## config.mk

```make
export PLATFORM = sky130hd
export DESIGN_NAME = cpu16_bus_arbiter_flat
export DESIGN_NICKNAME = d
export VERILOG_FILES = /design/src/rtl/cpu16_bus_arbiter_if.sv /design/src/rtl/cpu16_bus_arbiter.sv /design/src/flat_wrapper.sv
export SDC_FILE = /design/constraint.sdc
export NUM_CORES = 1
export LEC_CHECK = 0
export ABC_AREA = 1
export ABC_CLOCK_PERIOD_IN_PS = 2200
export BUFFER_PORTS_ARGS = -buffer_cell sky130_fd_sc_hd__buf_2
export CAP_MARGIN = 30
export CELL_PAD_IN_SITES_DETAIL_PLACEMENT = 1
export CELL_PAD_IN_SITES_GLOBAL_PLACEMENT = 1
export CORE_AREA = 2 2 76 78
export CTS_CLUSTER_DIAMETER = 150
export DETAILED_ROUTE_END_ITERATION = 7
export DIE_AREA = 0 0 78 80
export GPL_TIMING_DRIVEN = 0
export PLACE_DENSITY = 0.89
export SLEW_MARGIN = 20
export SYNTH_ARGS = -nofsm -noshare
export SYNTH_HDL_FRONTEND = slang
export SYNTH_SLANG_ARGS = --single-unit
export TNS_END_PERCENT = 5
```

## constraint.sdc

```tcl
create_clock -name clk -period 2.2 [get_ports clk]
set_clock_uncertainty 0.1 [all_clocks]
set_input_delay 0.44 -clock clk [delete_from_list [all_inputs] [get_ports clk]]
set_output_delay 0.44 -clock clk [all_outputs]
set_load 0.01 [all_outputs]
```

## src/rtl/cpu16_bus_arbiter_if.sv

```systemverilog
// rtl/cpu16_bus_arbiter_if.sv - CPU16 / DMA / memory bus signal bundle for the bus arbiter
interface cpu16_bus_arbiter_if;
    // CPU16 side
    logic        cpu_busy;
    logic [15:0] cpu_address;
    logic [15:0] cpu_dataOut;
    logic        cpu_write;
    logic        cpu_hold;

    // DMA-style requester side
    logic        dma_req;
    logic [15:0] dma_address;
    logic [15:0] dma_dataOut;
    logic        dma_write;
    logic        dma_gnt;

    // Memory side; read data fans out to both masters outside the arbiter
    logic [15:0] mem_address;
    logic [15:0] mem_dataOut;
    logic        mem_write;
    logic [15:0] mem_dataIn;

    // Arbiter view: observes both masters, drives hold/grant and the muxed bus
    modport slave (
        input  cpu_busy,
        input  cpu_address,
        input  cpu_dataOut,
        input  cpu_write,
        output cpu_hold,
        input  dma_req,
        input  dma_address,
        input  dma_dataOut,
        input  dma_write,
        output dma_gnt,
        output mem_address,
        output mem_dataOut,
        output mem_write
    );

    // Environment view: the masters and the memory around the arbiter
    modport master (
        output cpu_busy,
        output cpu_address,
        output cpu_dataOut,
        output cpu_write,
        input  cpu_hold,
        output dma_req,
        output dma_address,
        output dma_dataOut,
        output dma_write,
        input  dma_gnt,
        input  mem_address,
        input  mem_dataOut,
        input  mem_write,
        output mem_dataIn
    );
endinterface

```

## src/rtl/cpu16_bus_arbiter.sv

```systemverilog
// rtl/cpu16_bus_arbiter.sv - CPU16 / DMA bus arbiter with bounded bursts and CPU guard window
module cpu16_bus_arbiter #(
    parameter int MAX_BURST = 16,
    parameter int CPU_SLOTS = 4
) (
    input  logic                 clk,
    input  logic                 reset,
    cpu16_bus_arbiter_if.slave   bus
);

    localparam int BURST_W = $clog2(MAX_BURST + 1);
    localparam int GUARD_W = (CPU_SLOTS > 0) ? $clog2(CPU_SLOTS + 1) : 1;

    localparam logic [BURST_W-1:0] BURST_LAST = BURST_W'(MAX_BURST - 1);
    localparam logic [BURST_W-1:0] BURST_TOP  = BURST_W'(MAX_BURST);
    localparam logic [GUARD_W-1:0] GUARD_LOAD = GUARD_W'(CPU_SLOTS);

    typedef enum logic [1:0] {
        CPU_RUN   = 2'd0,
        HOLD_WAIT = 2'd1,
        DMA_RUN   = 2'd2,
        RELEASE   = 2'd3
    } state_t;

    state_t             state_q, state_d;
    logic [BURST_W-1:0] burst_q, burst_d;
    logic [GUARD_W-1:0] guard_q, guard_d;

    // State, burst counter and guard counter registers; async reset parks the bus on the CPU
    always_ff @(posedge clk or negedge reset) begin
        if (!reset) begin
            state_q <= CPU_RUN;
            burst_q <= '0;
            guard_q <= '0;
        end else begin
            state_q <= state_d;
            burst_q <= burst_d;
            guard_q <= guard_d;
        end
    end

    // Next-state logic: request accepted only once the guard window has drained
    always_comb begin
        state_d = state_q;
        burst_d = burst_q;
        guard_d = guard_q;
        case (state_q)
            CPU_RUN: begin
                if (guard_q != '0) begin
                    guard_d = guard_q - GUARD_W'(1);
                end
                if (bus.dma_req && (guard_q == '0)) begin
                    state_d = HOLD_WAIT;
                end
            end
            HOLD_WAIT: begin
                // A withdrawn request wins over a CPU that happens to park this cycle
                if (!bus.dma_req) begin
                    state_d = RELEASE;
                end else if (!bus.cpu_busy) begin
                    state_d = DMA_RUN;
                    burst_d = '0;
                end
            end
            DMA_RUN: begin
                if (burst_q != BURST_TOP) begin
                    burst_d = burst_q + BURST_W'(1);
                end
                if (!bus.dma_req || (burst_q == BURST_LAST)) begin
                    state_d = RELEASE;
                end
            end
            RELEASE: begin
                guard_d = GUARD_LOAD;
                state_d = CPU_RUN;
            end
            default: begin
                state_d = CPU_RUN;
            end
        endcase
    end

    // Output mux decoded from the state register only, so hold/grant never glitch on req/busy
    always_comb begin
        bus.cpu_hold    = 1'b0;
        bus.dma_gnt     = 1'b0;
        bus.mem_address = bus.cpu_address;
        bus.mem_dataOut = bus.cpu_dataOut;
        bus.mem_write   = bus.cpu_write;
        case (state_q)
            HOLD_WAIT: begin
                bus.cpu_hold = 1'b1;
            end
            DMA_RUN: begin
                bus.cpu_hold    = 1'b1;
                bus.dma_gnt     = 1'b1;
                bus.mem_address = bus.dma_address;
                bus.mem_dataOut = bus.dma_dataOut;
                bus.mem_write   = bus.dma_write;
            end
            RELEASE: begin
                // CPU owns the address lines again but must not write during the handover
                bus.mem_write = 1'b0;
            end
            default: begin
            end
        endcase
    end

endmodule

```

## src/flat_wrapper.sv

```systemverilog
// flat-port wrapper written by rule: the top's interface ports become plain ports
module cpu16_bus_arbiter_flat 
#(
    parameter int MAX_BURST = 16,
    parameter int CPU_SLOTS = 4
)
  (clk, reset, bus_cpu_busy, bus_cpu_address, bus_cpu_dataOut, bus_cpu_write, bus_cpu_hold, bus_dma_req, bus_dma_address, bus_dma_dataOut, bus_dma_write, bus_dma_gnt, bus_mem_address, bus_mem_dataOut, bus_mem_write);
  cpu16_bus_arbiter_if bus_i ();
  input  logic clk;
  input  logic reset;
  input wire logic [$bits(bus_i.cpu_busy)-1:0] bus_cpu_busy;
  input wire logic [$bits(bus_i.cpu_address)-1:0] bus_cpu_address;
  input wire logic [$bits(bus_i.cpu_dataOut)-1:0] bus_cpu_dataOut;
  input wire logic [$bits(bus_i.cpu_write)-1:0] bus_cpu_write;
  output wire logic [$bits(bus_i.cpu_hold)-1:0] bus_cpu_hold;
  input wire logic [$bits(bus_i.dma_req)-1:0] bus_dma_req;
  input wire logic [$bits(bus_i.dma_address)-1:0] bus_dma_address;
  input wire logic [$bits(bus_i.dma_dataOut)-1:0] bus_dma_dataOut;
  input wire logic [$bits(bus_i.dma_write)-1:0] bus_dma_write;
  output wire logic [$bits(bus_i.dma_gnt)-1:0] bus_dma_gnt;
  output wire logic [$bits(bus_i.mem_address)-1:0] bus_mem_address;
  output wire logic [$bits(bus_i.mem_dataOut)-1:0] bus_mem_dataOut;
  output wire logic [$bits(bus_i.mem_write)-1:0] bus_mem_write;
  assign bus_i.cpu_busy = bus_cpu_busy;
  assign bus_i.cpu_address = bus_cpu_address;
  assign bus_i.cpu_dataOut = bus_cpu_dataOut;
  assign bus_i.cpu_write = bus_cpu_write;
  assign bus_cpu_hold = bus_i.cpu_hold;
  assign bus_i.dma_req = bus_dma_req;
  assign bus_i.dma_address = bus_dma_address;
  assign bus_i.dma_dataOut = bus_dma_dataOut;
  assign bus_i.dma_write = bus_dma_write;
  assign bus_dma_gnt = bus_i.dma_gnt;
  assign bus_mem_address = bus_i.mem_address;
  assign bus_mem_dataOut = bus_i.mem_dataOut;
  assign bus_mem_write = bus_i.mem_write;
  cpu16_bus_arbiter #(.MAX_BURST(MAX_BURST), .CPU_SLOTS(CPU_SLOTS)) u_core (.clk(clk), .reset(reset), .bus(bus_i));
endmodule
```

==> results of run 1 <==
-- layout by cell type (no fill, tap or decap), drive strengths merged --
| master | n |
|---|---|
| buf | 116 |
| clkbuf | 5 |
| clkinv | 1 |
| dfrtp | 10 |
| dlygate4sd3 | 1 |
| ha | 10 |
| inv | 17 |
| nand2 | 136 |
| nand3 | 8 |
| nand3b | 1 |
| nand4 | 1 |
| nor2 | 10 |
| nor3b | 1 |
| o21ai | 6 |
| or2 | 1 |
-- per-layer routing --
metal | GRT usage | vias up
li1 | - | 859
met1 | 0.142 | 765
met2 | 0.290 | 66
met3 | 0.0351 | 7
met4 | 0.0368 | 0
met5 | 0 | -
-- power by group through the flow --
stage	Combinational [mW]	Clock (mW)	Sequential, mW
CTS	1.72	0.204	0.298
floorplan	1.02	0	0.295
finish	1.75	0.200	0.301
global placement	1.52	0	0.309
global route	1.98	0.207	0.309
detailed placement	1.59	0	0.311
-- worst min-delay path by stage --
| stage | startpoint | end | slack [ns] | cells past startpoint |
|---|---|---|---|---|
| after global placement | reset | u_core.state_q[0] | 0.22 | 1 |
| after detailed placement | reset | u_core.state_q[1] | 0.22 | 1 |
| final | u_core.guard_q[0] | u_core.guard_q[0] | 0.40 | 2 |
| after CTS | u_core.guard_q[0] | u_core.guard_q[0] | 0.40 | 2 |
| after floorplan | reset | u_core.burst_q[0] | 0.04 | 0 |
| after global routing | u_core.guard_q[0] | u_core.guard_q[0] | 0.43 | 2 |
-- worst reg2reg max path, stage by stage, from the launching register on --
cell and delay (ns):
dfrtp_1 0.43, ha_1 0.24, nand2_1 0.08, nor2_1 0.05, ha_1 0.18, o21ai_1 0.15
nand2_1 0.11, nand2_1 0.11, nand2_1 0.07, nand2_1 0.06
-- layout make-up --
class / count / area [µm²]
sequential: 10 / 250
tap: 72 / 90.1
timing repair buffer: 111 / 576
buffer: 8 / 82.6
fill: 771 / 3500
multi-input combinational: 174 / 796
clock buffer: 3 / 41.3
inverter: 18 / 67.6
-- flip-flops by register name, indices dropped and copies added (netlist names) --
register / cells
u_core.burst_q: 5
u_core.guard_q: 3
u_core.state_q: 2
-- kinds of logic (layout without fill, tap and decap cells) --
| logic type | Yosys count | after routing |
|---|---|---|
| DFF | 10 | 10 |
| AOI/OAI and AO/OA | 6 | 6 |
| adders and majority gates | 10 | 10 |
| and+or+nand+nor | 158 | 158 |
| buffers and inverters | 26 | 140 |
-- metrics by stage --
step           cell area, µm²   util  total power [mW]  worst slack (ns)  instances
3_3_place_gp             1770  0.327              1.83            0.0793        386
2_1_floorplan            1150      -              1.31             0.314        210
6_report                 1900  0.352              2.25            0.0676        396
3_5_place_dp             1770  0.327              1.90           0.00131        386
4_1_cts                  1870  0.347              2.22            0.0223        395
5_1_grt                  1900  0.352              2.50          0.000126        396
-- what timing repair did --
| item | CTS | global route |
|---|---|---|
| setup buffers | 5 | 1 |
| resized for setup | 6 | 6 |
| endpoints found under the hold margin | 10 | 0 |
| pin swaps | 0 | 1 |
| endpoints found under the setup margin | 31 | 30 |
| hold buffers | 1 | 0 |
==> summary.txt, run 1 <==
Outcome
  • Status: complete, no violations

Global routing
  • Antenna violations before repair: 0
  • Vias in the first global route: 1,675
  • Largest net degree at the start of global routing: 11
  • First-pass GRT wire length: 7230 µm
  • Gr usage total: 0.142
  • Grt ovf: 0

Worst setup path
  • Slowest-stage cell, CP: dfrtp_1
  • Crit path cell chain: ha_4 > buf_6 > inv_2 > buf_8 > buf_6 > nand2_1 > nand2_1 > buf_2
  • Setup crit end: bus_mem_dataOut[8]
  • CP Data Required Time: 1.66 ns
  • Max FO, Critical Path: 10
  • Family with the most delay on the worst path: buffers and inverters
  • Levels on crit path: 8
  • R2R depth: 9
  • Crit path largest cell delay: 0.42 ns
  • R2R Setup Slk: 0.55 ns
  • CP bufs+invs: 5
  • Worst r2r src: u_core.burst_q[0]
  • CP Capture Type: primary output
  • Crit path arrival time: 1.59 ns
  • Setup crit start: u_core.state_q[1]
  • R2r endpoint: u_core.state_q[0]
  • Crit path kind: flop to primary output
  • Startpoint types: flop

Synth
  • Ys Warns: 0
  • Complex-gate fraction of the synthesized area: 0.0260
  • Synthesized instance count: 210
  • Mux contribution to synthesized area: 0
  • Largest family of logic cells by synthesized area: simple AND/OR/NAND/NOR gates
  • Area share of and/or/nand/nor cells after synthesis: 0.544
  • Async SR Flop Fraction: 1.00
  • Syn Area/Cell: 5.50 µm²
  • Register bit total from synthesis: 10
  • Most common cell in the netlist: nand2_1
  • Top post-synthesis cells by count: nand2_1 (135), inv_1 (14), dfrtp_1 (10), ha_1 (10)
  • Post-synth EDFFs: 0
  • Mapped Area: 1150 µm²
  • Post-Synth Adder-Cell Area: 0.108
  • Mapped Nets: 290
  • Area leader, netlist: nand2_1
  • Unique masters post-synth: 20
  • Post-synth top flop: dfrtp_1
  • Synth top area share: 0.439
  • Register area share after synthesis: 0.217
  • Synth Area in XOR/XNOR: 0
  • Top cells by area, synth: nand2_1 (44%), dfrtp_1 (22%), ha_1 (11%)

Placed design
  • Detail Placement HPWL: 3740 µm
  • Buffers on Ports: 104
  • RePlAce Congestion: 0.714

Power and ir drop
  • Internal: 1.09 mW
  • VDD IR max: 419 µV
  • Pleak: 1.22 nW
  • Clock power share: 0.089
  • Seq pwr share: 0.133
  • PwrDens: 1180 nW/µm²
  • Switching Share: 0.515
  • Logic pwr share: 0.778
  • Switch Pwr: 1.16 mW

Timing
  • Slew HR: 0.834
  • Final period util: 0.969
  • Final min period: 2.13 ns
  • Hold Fails Final Rpt: 0
  • FMAX: 0.469 GHz
  • Post-route setup TNS: 0 ns
  • RSZ-0062 raised after global routing: no
  • Max-slew violations: 0
  • Worst hold slack: 0.397 ns
  • Count of final setup violators: 0
  • Slew @ Worst Pin: 0.249 ns

Finish
  • Synth-to-layout area growth: 64.8%
  • Antenna Cells: 0
  • Layout cells sized above 1: 0.404
  • Post-layout nets: 406

Die
  • Rows: 27
  • I/O pin total: 105
  • Die area: 6240 µm²
  • Placeable Area: 5410 µm²
  • Die width: 78 µm
  • Die Y: 80 µm
  • Initial Util: 0.214

Worst hold path
  • HP Class: flop to flop

Drt
  • TritonRoute pass-1 iters: 3
  • DRT antenna net count: 0
  • WL met1: 1750 µm
  • Total number of vias: 1,697
  • Met3 WL: 422 µm
  • Remaining DRCs: 0
  • Highest Signal Layer: met4
  • 1st-iter DRT viols: 23
  • Wire length per cell: 11.8 µm
  • Overall routed net length: 4680 µm
  • Met2 wire length: 2440 µm
  • Vias per std cell: 4.29

Clock network
  • CTS buffer count: 3
  • TritonCTS clock tree: yes
  • Clock Latency Late Sink: 0.24 ns
  • Clk slew on worst S/H paths: 0.05 ns
  • Sinks on Clock Net: 10
  • H-tree depth: 1
  • Clock buffer depth: 2
  • CTS Root Cell: clkbuf_8

Job
  • MaxCap Viol Count: 0
No activity file was read; power rests on OpenSTA's default activity.
==> inputs of run 2 (changes only) <==
==> constraint.sdc (replaced) <==
create_clock -name clk -period 2.2 [get_ports clk]
set_clock_uncertainty 0.1 [all_clocks]
set_input_delay 0 -clock clk [delete_from_list [all_inputs] [get_ports clk]]
set_output_delay 0 -clock clk [all_outputs]
set_load 0.01 [all_outputs]
==> summary.txt, run 2 (synthesis results as in run 1) <==
Global routing
  • Grt ovf: 0 (unchanged)
  • Vias in the first global route: 1,629 (-2.7%)
  • First-pass GRT wire length: 7040 µm (-2.6%)
  • Antenna violations before repair: 0 (unchanged)
  • Largest net degree at the start of global routing: 11 (unchanged)
  • Gr usage total: 0.138 (-0.00453)

Finish
  • Post-layout nets: 400 (-1.5%)
  • Largest register FFs: 5 (unchanged)
  • Synth-to-layout area growth: 57.4%
  • Most frequent cells in the layout: nand2_1 (135), buf_2 (105), inv_1 (14)
  • Filler cells: 775 (+0.52%)
  • Biggest regs: u_core.burst_q: 5 flops, u_core.guard_q: 3 flops, u_core.state_q: 2 flops
  • Multi-input gate area: 783 µm² (-1.6%)
  • Post-Layout Cell Count: 390 (-1.5%)
  • FF+latch area: 250 µm² (unchanged)
  • Antenna Cells: 0 (unchanged)
  • Register bank with the most flops: u_core.burst_q
  • Layout cells sized above 1: 0.384 (-0.0207)
  • Fin util: 0.336 (-0.0157)
  • Commonest non-fill, non-tap cell in the layout: nand2_1
  • Final Cell Area: 1820 µm² (-4.5%)

Drt
  • Wire length per cell: 11.5 µm (-2.4%)
  • 1st-iter DRT viols: 26 (+13%)
  • TritonRoute pass-1 iters: 4 (+1)
  • Remaining DRCs: 0 (unchanged)
  • DRT antenna net count: 0 (unchanged)
  • Total number of vias: 1,669 (-1.6%)
  • Overall routed net length: 4500 µm (-3.9%)
  • Vias per std cell: 4.28 (-0.14%)

Clock network
  • Sinks on Clock Net: 10 (unchanged)
  • TritonCTS clock tree: yes
  • Clk slew on worst S/H paths: 0.05 ns (about the same)
  • Setup Fix Bufs, Post-CTS: 0 (-5)
  • H-tree depth: 1 (unchanged)
  • CTS Root Cell: clkbuf_8
  • CTS buffer count: 3 (unchanged)
  • Clock Latency Late Sink: 0.24 ns (about the same)
  • Clock buffer depth: 2 (unchanged)

Placed design
  • DP Area: 1770 µm² (unchanged)
  • Placement Setup Slack: 0.441 ns (+0.440 ns)
  • Buffers on Ports: 104 (unchanged)
  • Detail Placement HPWL: 3740 µm (unchanged)
  • RePlAce Congestion: 0.714 (unchanged)
  • Placed cell count: 386 (unchanged)

Timing
  • RSZ-0062 raised after global routing: no
  • Count of final setup violators: 0 (unchanged)
  • Post-route setup TNS: 0 ns (unchanged)
  • Hold Fails Final Rpt: 0 (unchanged)
  • Slew @ Worst Pin: 0.416 ns (+0.167 ns)
  • Slew HR: 0.723 (-0.112)
  • PnR worst setup slack: 0.231 ns (+0.163 ns)
  • Worst hold slack: 0.0191 ns (-0.378 ns)
  • Max-slew violations: 0 (unchanged)
  • Final period util: 0.895 (-0.0742)
  • Final min period: 1.97 ns (-0.163 ns)
  • FMAX: 0.508 GHz (+8.3%)

Worst setup path
  • Crit path cell chain: inv_1 > ha_1 > buf_4 > clkbuf_1 > nand2_1 > nand2_1 > buf_2
  • Crit path kind: flop to primary output
  • CP Capture Type: primary output
  • Family with the most delay on the worst path: buffers and inverters
  • Startpoint types: flop
  • Max FO, Critical Path: 10 (unchanged)
  • Most used cell, CP: nand2_1
  • Slowest-stage cell, CP: dfrtp_1
  • CP bufs+invs: 4 (-1)
  • Crit path arrival time: 1.87 ns (+0.28 ns)
  • Crit path largest cell delay: 0.42 ns (about the same)
  • CP Data Required Time: 2.10 ns (+0.44 ns)

Die
  • Die area: 6240 µm² (unchanged)
  • Placeable Area: 5410 µm² (unchanged)
  • Die width: 78 µm (unchanged)
  • Rows: 27 (unchanged)
  • Die Y: 80 µm (unchanged)
  • I/O pin total: 105 (unchanged)
  • Initial Util: 0.214 (unchanged)

Worst hold path
  • HP Class: input port to flop

Power and ir drop
  • Overall power: 2.07 mW (-7.9%)
  • PwrDens: 1140 nW/µm² (-3.6%)
  • Pleak: 1.18 nW (-3.5%)
  • VDD IR max: 346 µV (-17%)

Outcome
  • Status: complete, no violations

Job
  • MaxCap Viol Count: 0 (unchanged)
[run 2: cell count changes in the layout (fill, tap and decap cells not counted), sizes merged]
cell	previous run	this run
buf	116	110
[run 2: power breakdown]
part / internal (mW) / switching [mW] / total [mW]
combinational: 0.601 / 0.970 / 1.57
sequential: 0.250 / 0.0584 / 0.309
clock: 0.120 / 0.0750 / 0.195
total: 0.971 / 1.10 / 2.07
[run 2: final timing paths]
check / cells past startpoint / from / to / slack, ns
setup reg to reg: 9 / u_core.state_q[0] / u_core.burst_q[0] / 0.55
hold / removal: 4 / bus_dma_req / u_core.state_q[1] / 0.02
hold reg to reg: 2 / u_core.guard_q[0] / u_core.guard_q[0] / 0.39
min in group asynchronous: 2 / reset / u_core.burst_q[4] / 0.05
max in group asynchronous: 2 / reset / u_core.guard_q[1] / 1.74
setup / recovery: 7 / u_core.state_q[0] / bus_mem_address[9] / 0.23
[run 2: layout make-up]
class,instances,share of cell area
flip-flops and latches,10,0.138
well taps,72,0.0496
multi-input cells,174,0.431
plain buffers,8,0.0303
inverters,18,0.0372
clock buffers,3,0.0227
repair buffers,105,0.292
[run 2: what timing repair did]
| item | in CTS | in global routing |
|---|---|---|
| setup endpoints to repair | 0 | 1 |
| endpoints found under the hold margin | 10 | 0 |
| resized for setup | 0 | 2 |
| hold buffers | 1 | 0 |
[run 2: worst reg2reg max path: stages, from the launching register on]
cell and delay, ns:
dfrtp_1 0.41, inv_1 0.12, ha_1 0.23, buf_4 0.18
nor2_1 0.16, clkinv_1 0.08, nand3_1 0.08, nor2_2 0.07
nand2_1 0.06, nand2_1 0.05
[run 2: routing by layer]
layer  routed length (µm)  up-vias  part of all wire  GRT usage
li1                     -      848                 -          -
met1                 1760      752              0.39      0.142
met2                 2270       65              0.51      0.272
met3                  430        4             0.096     0.0351
met4                   35        0            0.0078     0.0368
met5                    0        -                 0          0
==> inputs of run 3 (changes only) <==
--- a/config.mk
+++ b/config.mk
@@ -5,18 +5,17 @@
 export SDC_FILE = /design/constraint.sdc
 export NUM_CORES = 1
 export LEC_CHECK = 0
-export ABC_AREA = 1
-export ABC_CLOCK_PERIOD_IN_PS = 2200
+export ABC_CLOCK_PERIOD_IN_PS = 2400
 export BUFFER_PORTS_ARGS = -buffer_cell sky130_fd_sc_hd__buf_2
 export CAP_MARGIN = 30
 export CELL_PAD_IN_SITES_DETAIL_PLACEMENT = 1
 export CELL_PAD_IN_SITES_GLOBAL_PLACEMENT = 1
-export CORE_AREA = 2 2 76 78
+export CORE_AREA = 2 2 69 71
 export CTS_CLUSTER_DIAMETER = 150
 export DETAILED_ROUTE_END_ITERATION = 7
-export DIE_AREA = 0 0 78 80
+export DIE_AREA = 0 0 71 73
 export GPL_TIMING_DRIVEN = 0
-export PLACE_DENSITY = 0.89
+export PLACE_DENSITY = 0.93
 export SLEW_MARGIN = 20
 export SYNTH_ARGS = -nofsm -noshare
 export SYNTH_HDL_FRONTEND = slang
==> constraint.sdc (replaced) <==
create_clock -name clk -period 2.4 [get_ports clk]
set_clock_uncertainty 0.1 [all_clocks]
set_input_delay 0 -clock clk [delete_from_list [all_inputs] [get_ports clk]]
set_output_delay 0 -clock clk [all_outputs]
set_load 0.01 [all_outputs]
==> summary.txt, run 3 <==
Outcome
  • Status: complete, no violations

Timing
  • Max-slew violations: 0 (unchanged)
  • Slew HR: 0.809 (+0.0863)
  • Post-route setup TNS: 0 ns (unchanged)
  • PnR worst setup slack: 0.271 ns (+0.0401 ns)
  • Count of final setup violators: 0 (unchanged)
  • Final period util: 0.887
  • RSZ-0062 raised after global routing: no
  • Worst hold slack: 0.0604 ns (+0.0413 ns)
  • Slew @ Worst Pin: 0.285 ns (-0.131 ns)
  • FMAX: 0.470 GHz
  • Final min period: 2.13 ns
  • Hold Fails Final Rpt: 0 (unchanged)

Worst setup path
  • Startpoint types: flop
  • R2R Setup Slk: 0.40 ns (-0.15 ns)
  • Crit path kind: flop to primary output
  • Max FO, Critical Path: 10 (unchanged)
  • CP Data Required Time: 2.30 ns (+0.20 ns)
  • CP Capture Type: primary output
  • Crit path arrival time: 2.03 ns (+0.16 ns)
  • R2R depth: 7 (-2)

Synth
  • Mapped Nets: 192 (-34%)
  • Mapped Area: 1100 µm² (-4.7%)
  • Synth Area in XOR/XNOR: 0 (unchanged)
  • Unique masters post-synth: 32 (+60%)
  • Syn Area/Cell: 9.83 µm² (+79%)
  • Mux contribution to synthesized area: 0.359 (+0.359)
  • Area leader, netlist: mux2_2
  • Async SR Flop Fraction: 1.00 (unchanged)
  • Synthesized instance count: 112 (-47%)
  • Top post-synthesis cells by count: mux2_2 (32), dfrtp_1 (10), ha_1 (10), nand2_1 (10), inv_1 (9)
  • Register area share after synthesis: 0.227 (+0.0106)
  • Post-synth EDFFs: 0 (unchanged)
  • Complex-gate fraction of the synthesized area: 0.125 (+0.0990)
  • Post-synth top flop: dfrtp_1
  • Register bit total from synthesis: 10 (unchanged)
  • Post-Synth Adder-Cell Area: 0.114 (+0.00529)
  • Most common cell in the netlist: mux2_2
  • Area share of and/or/nand/nor cells after synthesis: 0.118 (-0.426)
  • Ys Warns: 0 (unchanged)
  • Top cells by area, synth: mux2_2 (33%), dfrtp_1 (23%), ha_1 (11%)
  • Largest family of logic cells by synthesized area: multiplexers
  • Synth top area share: 0.327 (-0.112)

Power and ir drop
  • Pleak: 0.919 nW (-22%)
  • PwrDens: 974 nW/µm² (-15%)
  • VDD IR max: 394 µV (+14%)

Clock network
  • CTS buffer count: 3 (unchanged)
  • Sinks on Clock Net: 10 (unchanged)
  • TritonCTS clock tree: yes
  • Post-cts resize count: 0 (unchanged)
  • CTS Root Cell: clkbuf_8
  • Clk slew on worst S/H paths: 0.05 ns (about the same)
  • Clock buffer depth: 2 (unchanged)
  • Clock Latency Late Sink: 0.23 ns (about the same)
  • H-tree depth: 1 (unchanged)
  • Setup Fix Bufs, Post-CTS: 0 (unchanged)

Finish
  • Filler cells: 564 (-27%)
  • Final Cell Area: 1740 µm² (-4.3%)
  • Antenna Cells: 0 (unchanged)
  • Post-Layout Cell Count: 274 (-30%)
  • Most frequent cells in the layout: buf_2 (106), mux2_2 (32), nand2_1 (10), ha_1 (10), dfrtp_1 (10)
  • Multi-input gate area: 788 µm² (+0.64%)
  • Synth-to-layout area growth: 58.1%
  • Biggest regs: u_core.burst_q: 5 flops, u_core.guard_q: 3 flops, u_core.state_q: 2 flops
  • Layout cells sized above 1: 0.677 (+0.294)
  • FF+latch area: 250 µm² (unchanged)
  • Largest register FFs: 5 (unchanged)
  • Post-layout nets: 302 (-25%)
  • Register bank with the most flops: u_core.burst_q
  • Commonest non-fill, non-tap cell in the layout: buf_2

Drt
  • DRT antenna net count: 0 (unchanged)
  • Overall routed net length: 3490 µm (-22%)
  • Vias per std cell: 4.68 (+9.3%)
  • 1st-iter DRT viols: 18 (-31%)
  • TritonRoute pass-1 iters: 4 (unchanged)
  • Total number of vias: 1,282 (-23%)
  • Remaining DRCs: 0 (unchanged)
  • Wire length per cell: 12.8 µm (+11%)

Die
  • Die width: 71 µm (-9.0%)
  • Die Y: 73 µm (-8.8%)
  • Initial Util: 0.243 (+0.0291)
  • Die area: 5180 µm² (-17%)
  • I/O pin total: 105 (unchanged)
  • Rows: 25 (-7.4%)
  • Placeable Area: 4540 µm² (-16%)

Placed design
  • Detail Placement HPWL: 3000 µm (-20%)
  • DP Area: 1690 µm² (-4.3%)
  • Buffers on Ports: 104 (unchanged)
  • RePlAce Congestion: 0.739 (+3.5%)
  • Placed cell count: 270 (-30%)
  • Placement Setup Slack: 0.400 ns (-0.0411 ns)

Worst hold path
  • HP Class: input port to asynchronous set/reset pin

Global routing
  • Largest net degree at the start of global routing: 11 (unchanged)
  • Gr usage total: 0.129 (-0.00867)
  • Antenna violations before repair: 0 (unchanged)
  • Grt ovf: 0 (unchanged)
  • First-pass GRT wire length: 5380 µm (-24%)
  • Vias in the first global route: 1,262 (-23%)

Job
  • MaxCap Viol Count: 0 (unchanged)
## run 3: cell count changes in the layout (fill, tap and decap cells not counted), sizes merged, moves of 2 or more
| cell | previous run | this run |
|---|---|---|
| nand2 | 136 | 10 |
| mux2 | 0 | 33 |
| nor2 | 10 | 4 |
| a22o | 0 | 2 |
| a211oi | 0 | 2 |
| nand2b | 0 | 3 |
| nand3 | 8 | 2 |
| mux2i | 0 | 2 |
| a21o | 0 | 2 |
| o21ai | 6 | 3 |
| inv | 17 | 10 |
| a21oi | 0 | 3 |
| clkbuf | 5 | 3 |
| buf | 110 | 108 |
## run 3: final cells by class
class / count / share of cell area
inverter: 10 / 0.0216
buffer: 4 / 0.0144
multi-input combinational: 88 / 0.453
sequential: 10 / 0.144
clock buffer: 3 / 0.0237
timing repair buffer: 105 / 0.305
tap: 54 / 0.0388
## run 3: report_power, final
group	switching (mW)	internal (mW)	total, mW
logic	0.610	0.619	1.23
registers	0.0588	0.231	0.290
clock network	0.0657	0.110	0.176
total	0.735	0.960	1.69
## run 3: per-layer routing
metal | global-route usage | vias to the layer above | wire length [µm] | share of wire
met5 | 0 | - | 0 | 0
met4 | 0.0440 | 0 | 34 | 0.0097
met3 | 0.0318 | 4 | 404 | 0.12
met2 | 0.256 | 72 | 1860 | 0.53
met1 | 0.130 | 587 | 1200 | 0.34
li1 | - | 619 | - | -
## run 3: logic make-up (layout without fill, tap and decap cells)
group,count (synthesis),in the layout
mux,35,35
simple gates,24,24
compound gates,19,19
buf+inv,14,122
fa+ha+maj,10,10
flops,10,10
## run 3: worst paths after layout
check	endpoint	startpoint
max	bus_mem_dataOut[12]	u_core.state_q[0]
min	u_core.guard_q[2]	reset
max reg2reg	u_core.state_q[1]	u_core.burst_q[0]
min reg2reg	u_core.guard_q[0]	u_core.guard_q[0]
max in group asynchronous	u_core.guard_q[1]	reset
min in group clk	u_core.state_q[0]	bus_dma_req
## run 3: timing repair
item                                    4_1_cts  5_1_grt
endpoints found under the hold margin        10        0
hold buffers                                  1        0
endpoints found under the setup margin        0        0
## run 3: critical path, stage by stage (launching register included)
cell	delay, ns
dfrtp_1	0.42
inv_1	0.12
ha_1	0.33
buf_4	0.24
buf_4	0.20
mux2_2	0.35
buf_2	0.14
## run 3: metrics by stage
stage          power, mW  utilization
2_1_floorplan       1.15            -
3_3_place_gp        1.49        0.372
3_5_place_dp        1.53        0.372
4_1_cts             1.72        0.384
5_1_grt             1.85        0.384
6_report            1.69        0.384
